<file path="config.mk">
export PLATFORM = sky130hd
export DESIGN_NAME = led_matrix_scanner
export DESIGN_NICKNAME = d
export VERILOG_FILES = /design/src/rtl/led_matrix_pkg.sv /design/src/rtl/row_tick_gen.sv /design/src/rtl/led_matrix_scanner.sv
export SDC_FILE = /design/constraint.sdc
export NUM_CORES = 1
export LEC_CHECK = 0
export BUFFER_PORTS_ARGS = -buffer_cell sky130_fd_sc_hd__buf_2
export CAP_MARGIN = 25
export CORE_MARGIN = 8
export CORE_UTILIZATION = 45
export CTS_BUF_LIST = sky130_fd_sc_hd__clkbuf_8
export CTS_CLUSTER_DIAMETER = 80
export DETAILED_ROUTE_END_ITERATION = 8
export PLACE_DENSITY = 0.7
export SYNTH_ARGS = -nofsm -noshare
export SYNTH_HDL_FRONTEND = slang
export SYNTH_SLANG_ARGS = --single-unit
</file>
<file path="constraint.sdc">
create_clock -name SYS_CLK -period 2.6 [get_ports SYS_CLK]
set_input_delay 0.52 -clock SYS_CLK [delete_from_list [all_inputs] [get_ports SYS_CLK]]
set_output_delay 0.52 -clock SYS_CLK [all_outputs]
set_load 0.05 [all_outputs]
</file>
<file path="src/rtl/led_matrix_pkg.sv">
// led_matrix_pkg: shared constants and types for the LED matrix scanner.
//   ROWS/COLS   : matrix geometry
//   C_R/C_G/C_B : bit positions of the colour channels inside a pixel
//   LED_OFF     : column value with every (active-low) LED dark
//   row_to_led  : converts one stored row into active-low column vectors
package led_matrix_pkg;

  localparam int ROWS = 8;
  localparam int COLS = 8;

  localparam int C_R = 2;
  localparam int C_G = 1;
  localparam int C_B = 0;

  localparam logic [7:0] LED_OFF = 8'hFF;

  typedef logic [2:0]          rgb_t;
  typedef rgb_t [COLS-1:0]     row_t;
  typedef row_t [ROWS-1:0]     bank_t;

  // Column vectors use [0:7] so that bit y is pixel column y.
  typedef struct packed {
    logic [0:7] r;
    logic [0:7] g;
    logic [0:7] b;
  } led_row_t;

  function automatic led_row_t row_to_led(input row_t row);
    led_row_t l;
    for (int y = 0; y < COLS; y++) begin
      l.r[y] = ~row[y][C_R];
      l.g[y] = ~row[y][C_G];
      l.b[y] = ~row[y][C_B];
    end
    return l;
  endfunction

endpackage

</file>
<file path="src/rtl/row_tick_gen.sv">
// row_tick_gen: free-running divider producing a one-cycle tick every
// ROW_DIV clocks. Shared with the 7-segment digit scanner.
//   SYS_CLK : clock
//   RST     : synchronous active-high reset (counter to 0)
//   tick    : high while the counter sits at its terminal count ROW_DIV-1
module row_tick_gen #(
  parameter int ROW_DIV = 50000
) (
  input  logic SYS_CLK,
  input  logic RST,
  output logic tick
);

  localparam int CW = (ROW_DIV > 1) ? $clog2(ROW_DIV) : 1;
  localparam logic [CW-1:0] TC = CW'(ROW_DIV - 1);

  logic [CW-1:0] cnt_q, cnt_d;

  assign tick = (cnt_q == TC);

  always_comb begin
    cnt_d = tick ? '0 : cnt_q + 1'b1;
  end

  always_ff @(posedge SYS_CLK) begin
    if (RST) cnt_q <= '0;
    else     cnt_q <= cnt_d;
  end

endmodule

</file>
<file path="src/rtl/led_matrix_scanner.sv">
// led_matrix_scanner: double-buffered 8x8 RGB frame store and row-scan driver.
//   SYS_CLK, RST            : clock, synchronous active-high reset
//   wr_en/wr_x/wr_y/wr_rgb  : single-pixel write into the back bank
//   clr                     : zero the whole back bank (a same-cycle write wins)
//   swap_req                : request front/back exchange at the next 7->0 row tick
//   blank                   : force LEDs dark and drop enable (1-cycle latency)
//   swap_ack, frame_start   : one-cycle pulses aligned with comm returning to 0
//   comm                    : active row index
//   enable                  : registered ~blank
//   LedR/LedG/LedB [0:7]    : active-low column data for row comm
module led_matrix_scanner
  import led_matrix_pkg::*;
#(
  parameter int ROW_DIV = 50000
) (
  input  logic       SYS_CLK,
  input  logic       RST,
  input  logic       wr_en,
  input  logic [2:0] wr_x,
  input  logic [2:0] wr_y,
  input  logic [2:0] wr_rgb,
  input  logic       clr,
  input  logic       swap_req,
  input  logic       blank,
  output logic       swap_ack,
  output logic       frame_start,
  output logic [2:0] comm,
  output logic       enable,
  output logic [0:7] LedR,
  output logic [0:7] LedG,
  output logic [0:7] LedB
);

  logic tick;

  row_tick_gen #(.ROW_DIV(ROW_DIV)) u_tick (
    .SYS_CLK (SYS_CLK),
    .RST     (RST),
    .tick    (tick)
  );

  // Frame store: flops so clr is single-cycle and a whole row reads at once.
  bank_t [1:0] bank_q;

  logic       front_sel_q, front_sel_d;
  logic       pending_q, pending_d;
  logic [2:0] comm_q, comm_d;
  logic       load_q;       // cycle after a row tick (or after reset): fetch row
  row_t       row_q, row_d; // row latched at load time; later bank edits wait
  led_row_t   led_q, led_d;
  logic       swap_ack_q, frame_start_q, enable_q;

  logic wrap, swap_now, back_sel;

  assign back_sel = ~front_sel_q;
  assign wrap     = tick && (comm_q == 3'd7);
  // A request arriving on the wrap tick itself is honoured immediately.
  assign swap_now = wrap && (pending_q || swap_req);

  // Writes use the pre-swap back bank, so a write on the swap cycle
  // lands in the bank that is about to become visible.
  always_ff @(posedge SYS_CLK) begin
    if (RST) begin
      bank_q <= '0;
    end else begin
      if (clr)   bank_q[back_sel]             <= '0;
      if (wr_en) bank_q[back_sel][wr_x][wr_y] <= wr_rgb;
    end
  end

  always_comb begin
    comm_d      = tick ? comm_q + 3'd1 : comm_q;
    front_sel_d = front_sel_q ^ swap_now;
    pending_d   = swap_now ? 1'b0 : (pending_q | swap_req);
    row_d       = load_q ? bank_q[front_sel_q][comm_q] : row_q;
    // Row tick gives a one-cycle ghost gap; blank overrides everything after.
    if (tick || blank) led_d = '{r: LED_OFF, g: LED_OFF, b: LED_OFF};
    else               led_d = row_to_led(row_d);
  end

  always_ff @(posedge SYS_CLK) begin
    if (RST) begin
      comm_q        <= '0;
      front_sel_q   <= 1'b0;
      pending_q     <= 1'b0;
      load_q        <= 1'b1;
      row_q         <= '0;
      led_q         <= '{r: LED_OFF, g: LED_OFF, b: LED_OFF};
      swap_ack_q    <= 1'b0;
      frame_start_q <= 1'b0;
      enable_q      <= 1'b1;
    end else begin
      comm_q        <= comm_d;
      front_sel_q   <= front_sel_d;
      pending_q     <= pending_d;
      load_q        <= tick;
      row_q         <= row_d;
      led_q         <= led_d;
      swap_ack_q    <= swap_now;
      frame_start_q <= wrap;
      enable_q      <= ~blank;
    end
  end

  assign comm        = comm_q;
  assign swap_ack    = swap_ack_q;
  assign frame_start = frame_start_q;
  assign enable      = enable_q;
  assign LedR        = led_q.r;
  assign LedG        = led_q.g;
  assign LedB        = led_q.b;

endmodule

</file>
# Word level (Yosys, flattened, before mapping)
# Cells that the tools add are included.
dict set report op_classes {
  n_addsub 2
  magnitude_cmp 8
  n_eq_ne 2
  mux 17
  bitwise 30
  n_reduce_logical 10
}
# cell count
set op_table {}
lappend op_table {{2-to-1 mux 384 bit} 3}
lappend op_table {{2-to-1 mux 192 bit} 4}
lappend op_table {{AND 384 bit} 1}
lappend op_table {{bitwise mux 384 bit} 1}
lappend op_table {{demux 192 bit (select 1 bit)} 2}
lappend op_table {{inverter 384 bit} 1}
lappend op_table {{binary-select mux 24 bit (select 3 bit)} 1}
lappend op_table {{demux 24 bit (select 3 bit)} 1}
lappend op_table {{2-to-1 mux 24 bit} 3}
lappend op_table {{inverter 1 bit} 26}
lappend op_table {{adder 16 x 1 -> 16 bit, second input constant} 1}
lappend op_table {{equality test 16 bit, second input constant} 1}
lappend op_table {{< comparator 3 x 4 -> 1 bit, second input constant} 3}
lappend op_table {{demux 3 bit (select 3 bit)} 1}
lappend op_table {{greater-or-equal comparator 3 x 1 -> 1 bit, second input constant} 2}
lappend op_table {{OR reduction 2 bit} 3}
lappend op_table {{logical AND 1 bit} 5}
lappend op_table {{< comparator 1 x 2 -> 1 bit, second input constant} 2}
lappend op_table {{adder 3 x 1 -> 3 bit, second input constant} 1}
lappend op_table {{equality test 3 bit, second input constant} 1}
lappend op_table {{2-to-1 mux 3 bit} 1}
lappend op_table {{logical OR 1 bit} 2}
lappend op_table {{greater-or-equal comparator 1 bit, second input constant} 1}
lappend op_table {{bitwise OR 1 bit} 1}
lappend op_table {{XOR 1 bit} 1}
dict set report word_totals {
  ff_bits 457
  input_bits 15
  output_inout_bits 30
}

# Depth between registers and ports, before layout
dict set report depth {
  depth_word 11
  mapped_depth 8
  mapped_depth_nobuf 5
}

# By module
# From an unflattened synthesis, not the netlist that was laid out.
dict set report hier_totals {
  cells_unflattened 2633
  hier_area_um2 21698.3
}
# module n_inst cells_each area_per_inst_um2 seq_area_each_um2
set modules_own_cells {}
lappend modules_own_cells {led_matrix_scanner 1 2551 20925.1 8828.5}
lappend modules_own_cells {row_tick_gen 1 82 773.2 320.3}

# Least setup slack after synthesis
# Ideal clock, no wire load.
dict set report synth_timing {
  kind {register to register}
  startpoint {reg comm_q[0], in the netlist comm[0]}
  endpoint {reg led_q, in the netlist LedG[1]}
  setup_time_ns 0.134
  arrival_time_ns 2.002
  t_required_ns 2.466
  path_slack_ns 0.464
  stages_incl_launch_ff 7
  path_buffers 2
  period_less_slack_ns 2.136
  cell_sequence {dfxtp_1 nor2b_1 clkbuf_1 clkbuf_1 a22oi_1 a21oi_1 or4_1}
}
dict set report synth_between {
  elab_chain_len 4
}
# element line
set synth_rtl {}
lappend synth_rtl {{from (decl)} led_matrix_scanner.sv:47} ;# logic [2:0] comm_q, comm_d;
lappend synth_rtl {{from (signal assigned)} led_matrix_scanner.sv:93} ;# comm_q <= comm_d;
lappend synth_rtl {{binary-select mux 24 bit (select 3 bit)} led_matrix_scanner.sv:75} ;# row_d = load_q ? bank_q[front_sel_q][comm_q] : row_q;
lappend synth_rtl {{2-to-1 mux 24 bit (implied by the code)} led_matrix_scanner.sv:75}
lappend synth_rtl {{2-to-1 mux 24 bit} led_matrix_scanner.sv:75}
lappend synth_rtl {{inverter 1 bit} led_matrix_pkg.sv:32} ;# l.g[y] = ~row[y][C_G];
lappend synth_rtl {{to (signal assigned)} led_matrix_scanner.sv:88} ;# led_q <= '{r: LED_OFF, g: LED_OFF, b: LED_OFF};
lappend synth_rtl {{to (signal assigned)} led_matrix_scanner.sv:98} ;# led_q <= led_d;
lappend synth_rtl {{to (decl)} led_matrix_scanner.sv:50} ;# led_row_t led_q, led_d;
# No other way between the ends. The select of a mux whose other input is x is not followed.
# A chain may end at the register's enable or synchronous reset.

# Worst setup path in the final report
dict set report layout_timing {
  startpoint {reg u_tick.cnt_q[7]}
  endpoint {reg u_tick.cnt_q[11]}
}
dict set report layout_between {
  elab_chain_len 2
  elab_cells_between_ends 3
}
# element line
set layout_rtl {}
lappend layout_rtl {{from (decl)} row_tick_gen.sv:17} ;# logic [CW-1:0] cnt_q, cnt_d;
lappend layout_rtl {{from (signal assigned)} row_tick_gen.sv:27} ;# else cnt_q <= cnt_d;
lappend layout_rtl {{branches (longest 2 deep; another with adder 16 x 1 -> 16 bit)} n/a}
# Several ways; the timed one is not identified.

==> results.sh <==
export IMPL_run_status="completed"
export IMPL_yosys_cell_types_count=34
export IMPL_placed_cells_incl_taps=3023
export IMPL_internal_power_mw=11.00
export IMPL_cts_resized=0
export IMPL_max_slew_worst_pin_slew_ns=0.9944
export IMPL_reported_leakage_power_nw=8.340
export IMPL_globalRouteOverflowTotal=0
export IMPL_max_cap_violations=0
export IMPL_placement_io_buffers=44
export IMPL_p_clk_frac=0.465
export IMPL_final_nets=2514
export IMPL_worstSetupPathType="reg2reg"
export IMPL_grt_max_degree=194
export IMPL_switching_power_mw=3.596
export IMPL_worstHoldPathType="in2reg"
export IMPL_stdcell_count=3162
export IMPL_ctsLongestPathBuffers=3
export IMPL_finalCritPeriodShare=0.8963
export IMPL_timing_final_crit_period_ns=2.330
export IMPL_die_x_um=233.7
export IMPL_synthesized_area_fraction_occupied_by_ao_oa_aoi_and_oai_cells=0.1151
export IMPL_final_setup_worst_slack_ns=0.2697
export IMPL_dp_final_hpwl_um=37580
export IMPL_critical_path_peak_fanout=17
export IMPL_yosysTopAreaCellShare=0.4291
export IMPL_routed_via_density=6.112
export IMPL_power_density_nw_per_um2=605.1
export IMPL_reg2reg_from="u_tick.cnt_q[7]"
export IMPL_post_drt_wl_per_cell_um=20.56
export IMPL_gpl_final_weighted_congestion=0.8047
export IMPL_number_of_detailed_routing_iterations_run_before_antenna_repair=6
export IMPL_tritoncts="done"
export IMPL_first_global_vias=19063
export IMPL_insertion_delay_ns=0.64
export IMPL_design_core_area_um2=46650
export IMPL_antenna_cells_inserted=0
export IMPL_groute_usage_overall=0.2342
export IMPL_flow_area_growth_from_synthesis_pct=13.13
export IMPL_worst_setup_path_end_kind="flip-flop"
export IMPL_floorplan_io_pins=45
export IMPL_antenna_violations_before_repair=1
export IMPL_route_vias_total=19326
export IMPL_avgSynthCellArea_um2=8.398
export IMPL_clock_sink_count=457
export IMPL_syn_num_nets=2557
export IMPL_route_antenna_remaining_nets=0
export IMPL_critical_path_startpoint_type="flip-flop"
export IMPL_cts_repair_timing_setup_buffer_count=0
export IMPL_placementRows=79
export IMPL_setup_viol=0
export IMPL_fill_cell_instance_count_of_the_final_layout=4341
export IMPL_setup_total_negative_slack_ns=0
export IMPL_clock_root_buffer="clkbuf_8"
export IMPL_synth_top_cell_by_area="dfxtp_1"
export IMPL_setup_reg_to_reg_worst_slack_ns=0.27
export IMPL_synthCells=2539
export IMPL_global_route_wire_length_before_repair_um=103100
export IMPL_detail_route_wirelength_um=65010
export IMPL_synth_mux_area_frac=0.1361
export IMPL_htreeDepth=3
export IMPL_finalClockSkew_ns=0.02165
export IMPL_floorplan_die_area_um2=54600
export IMPL_hold_path_end="enable"
export IMPL_timing_rr_end="u_tick.cnt_q[11]"
export IMPL_share_of_the_yosys_chip_area_belonging_to_registers=0.4291
export IMPL_yosys_register_bits=457
export IMPL_cts_hold_fix_buffers=0
export IMPL_yosysWarningCount=0
export IMPL_share_seq_of_total_power=0.485
export IMPL_place_worst_setup_slack_ns=0.2633
export IMPL_die_y_um=233.7
export IMPL_drive_above_1_share=0.1022
export IMPL_clock_slew_at_the_register_clock_pins_of_the_worst_setup_and_hold_paths_ns=0.06
export IMPL_worstHoldStart="blank"
export IMPL_maxClockFrequency_mhz=429.1
export IMPL_drc_errors=0
export IMPL_required_time_of_the_critical_path_ns=3.10
export IMPL_pwr_share_comb=0.050
export IMPL_grt_setup_unrepaired="false"
export IMPL_cts_made_buffers=78
export IMPL_sw_frac_of_total=0.2464
export IMPL_syn_area_um2=21320
export IMPL_post_synth_and_or_nand_nor_area_fraction=0.2679
export IMPL_floorplan_initialDensity=0.4570
export IMPL_slew_headroom=0.3371
export IMPL_post_synth_xor_area_fraction=0.004519
export IMPL_worst_r2r_cell_count=4
export IMPL_irDropWorstVdd_v=0.0005014
export IMPL_detailedRoute_firstIterationViolations=1946
export IMPL_worst_ep_arrival_time_ns=2.83
export IMPL_synth_top_cells_by_area="dfxtp_1 43%, mux2i_1 14%, a21oi_1 8.0%"
export IMPL_slew_viol_final=0
export IMPL_largest_family_of_logic_cells_by_synthesized_area="simple AND/OR/NAND/NOR gates"
export IMPL_hold_viol_final=0
export IMPL_synth_adder_area_share=0.001760
export IMPL_holdPathStages=2
==> kinds of logic after synthesis <==
| kind of cell | Yosys count |
|---|---|
| simple gates | 1086 |
| flops | 457 |
| compound gates | 442 |
| mux | 290 |
| buf+inv | 250 |
| xor+xnor | 11 |
| fa+ha+maj | 3 |
==> per-layer routing <==
layer  vias to the layer above  part of all wire  global-route usage
met5                         -           0.00020                   0
met4                         2             0.040              0.1040
met3                       192             0.078             0.04464
met2                       835              0.47              0.3896
met1                      9368              0.42              0.2926
li1                       8929                 -                   -
==> cell usage in the layout (no fill, tap or decap), types with 5 or more instances in the layout <==
cell,n
a21oi_1,341
a22oi_1,96
and2_1,96
and3_1,5
and3b_1,5
buf_12,36
buf_2,40
buf_4,47
clkbuf_8,105
clkinv_2,7
clkinvlp_4,5
dfxtp_1,456
inv_1,23
mux2i_1,290
nand2_1,247
nand3_1,231
nand3b_1,167
nand4_1,25
nor2_1,139
nor3_1,83
nor4_1,25
or3_1,7
or4_1,27
xnor2_1,6
xor2_1,5
==> Yosys cell counts (all sizes together) <==
| cell | number |
|---|---|
| dfxtp | 457 |
| nor3 | 83 |
| or4b | 3 |
| ha | 3 |
| clkbuf | 208 |
| buf | 39 |
| xor2 | 5 |
| o31ai | 1 |
| nor2b | 4 |
| nor2 | 142 |
| nand3 | 231 |
| or2 | 1 |
| a22oi | 96 |
| inv | 3 |
| o21ai | 4 |
| and2 | 97 |
| or4 | 27 |
| and3b | 5 |
| mux2i | 290 |
| nand4 | 25 |
| or2b | 1 |
| a21oi | 341 |
| nor4 | 25 |
| nand2b | 5 |
| nand4b | 1 |
| nor3b | 5 |
| or3b | 4 |
| or3 | 7 |
| nand2 | 248 |
| and3 | 5 |
| nand3b | 167 |
| xnor2 | 6 |
==> worst max-delay path by stage <==
stage	start	to	slack, ns
floorplan	comm[0]	LedG[1]	0.46
global placement	u_tick.cnt_q[7]	u_tick.cnt_q[2]	0.33
detailed placement	u_tick.cnt_q[4]	u_tick.cnt_q[11]	0.26
CTS	u_tick.cnt_q[7]	u_tick.cnt_q[5]	0.25
global route	u_tick.cnt_q[4]	u_tick.cnt_q[7]	0.10
finish	u_tick.cnt_q[7]	u_tick.cnt_q[11]	0.27
==> final cells by class <==
class                      instances  area, um2  share of cell area
clock buffer                     105       1445             0.05991
clock inverter                    34      207.7            0.008610
inverter                           3      11.26           0.0004668
multi-input combinational       1832      11260              0.4667
sequential                       457       9153              0.3794
tap                              607      759.5             0.03148
timing repair buffer             124       1289             0.05343
==> stage by stage <==
| stage | power, mW | hold slack [ns] | util | area (um2) |
|---|---|---|---|---|
| final | 14.60 | 0.08248 | 0.5170 | 24120 |
| after floorplan | 7.645 | 0.4132 | - | 21320 |
| after global routing | 15.05 | 0.07737 | 0.5170 | 24120 |
| after detailed placement | 7.944 | 0.4347 | 0.4816 | 22470 |
| after global placement | 7.933 | 0.4210 | 0.4816 | 22470 |
| after CTS | 14.66 | 0.06120 | 0.5170 | 24120 |
==> worst max-delay path, cell delays in order (launching register included) <==
cell and delay [ns]:
dfxtp_1 0.33, or4b_1 0.51, or4_1 0.68, or2b_1 0.56, nor2_1 0.11
==> power groups by stage <==
stage | clock network [mW] | logic [mW] | registers (mW)
finish | 6.79 | 0.736 | 7.07
global route | 7.22 | 0.764 | 7.07
CTS | 6.87 | 0.721 | 7.07
detailed placement | 0 | 0.719 | 7.23
global placement | 0 | 0.708 | 7.23
floorplan | 0 | 0.386 | 7.26
==> flip-flops by register name, indices dropped and copies added (netlist names) <==
signal	flops
front_sel_q	1
enable	1
LedR	8
LedB	8
swap_ack	1
LedG	8
load_q	1
comm	3
frame_start	1
u_tick.cnt_q	16
pending_q	1
row_q	24
bank_q	384
Power figures use the tool's default switching activity.
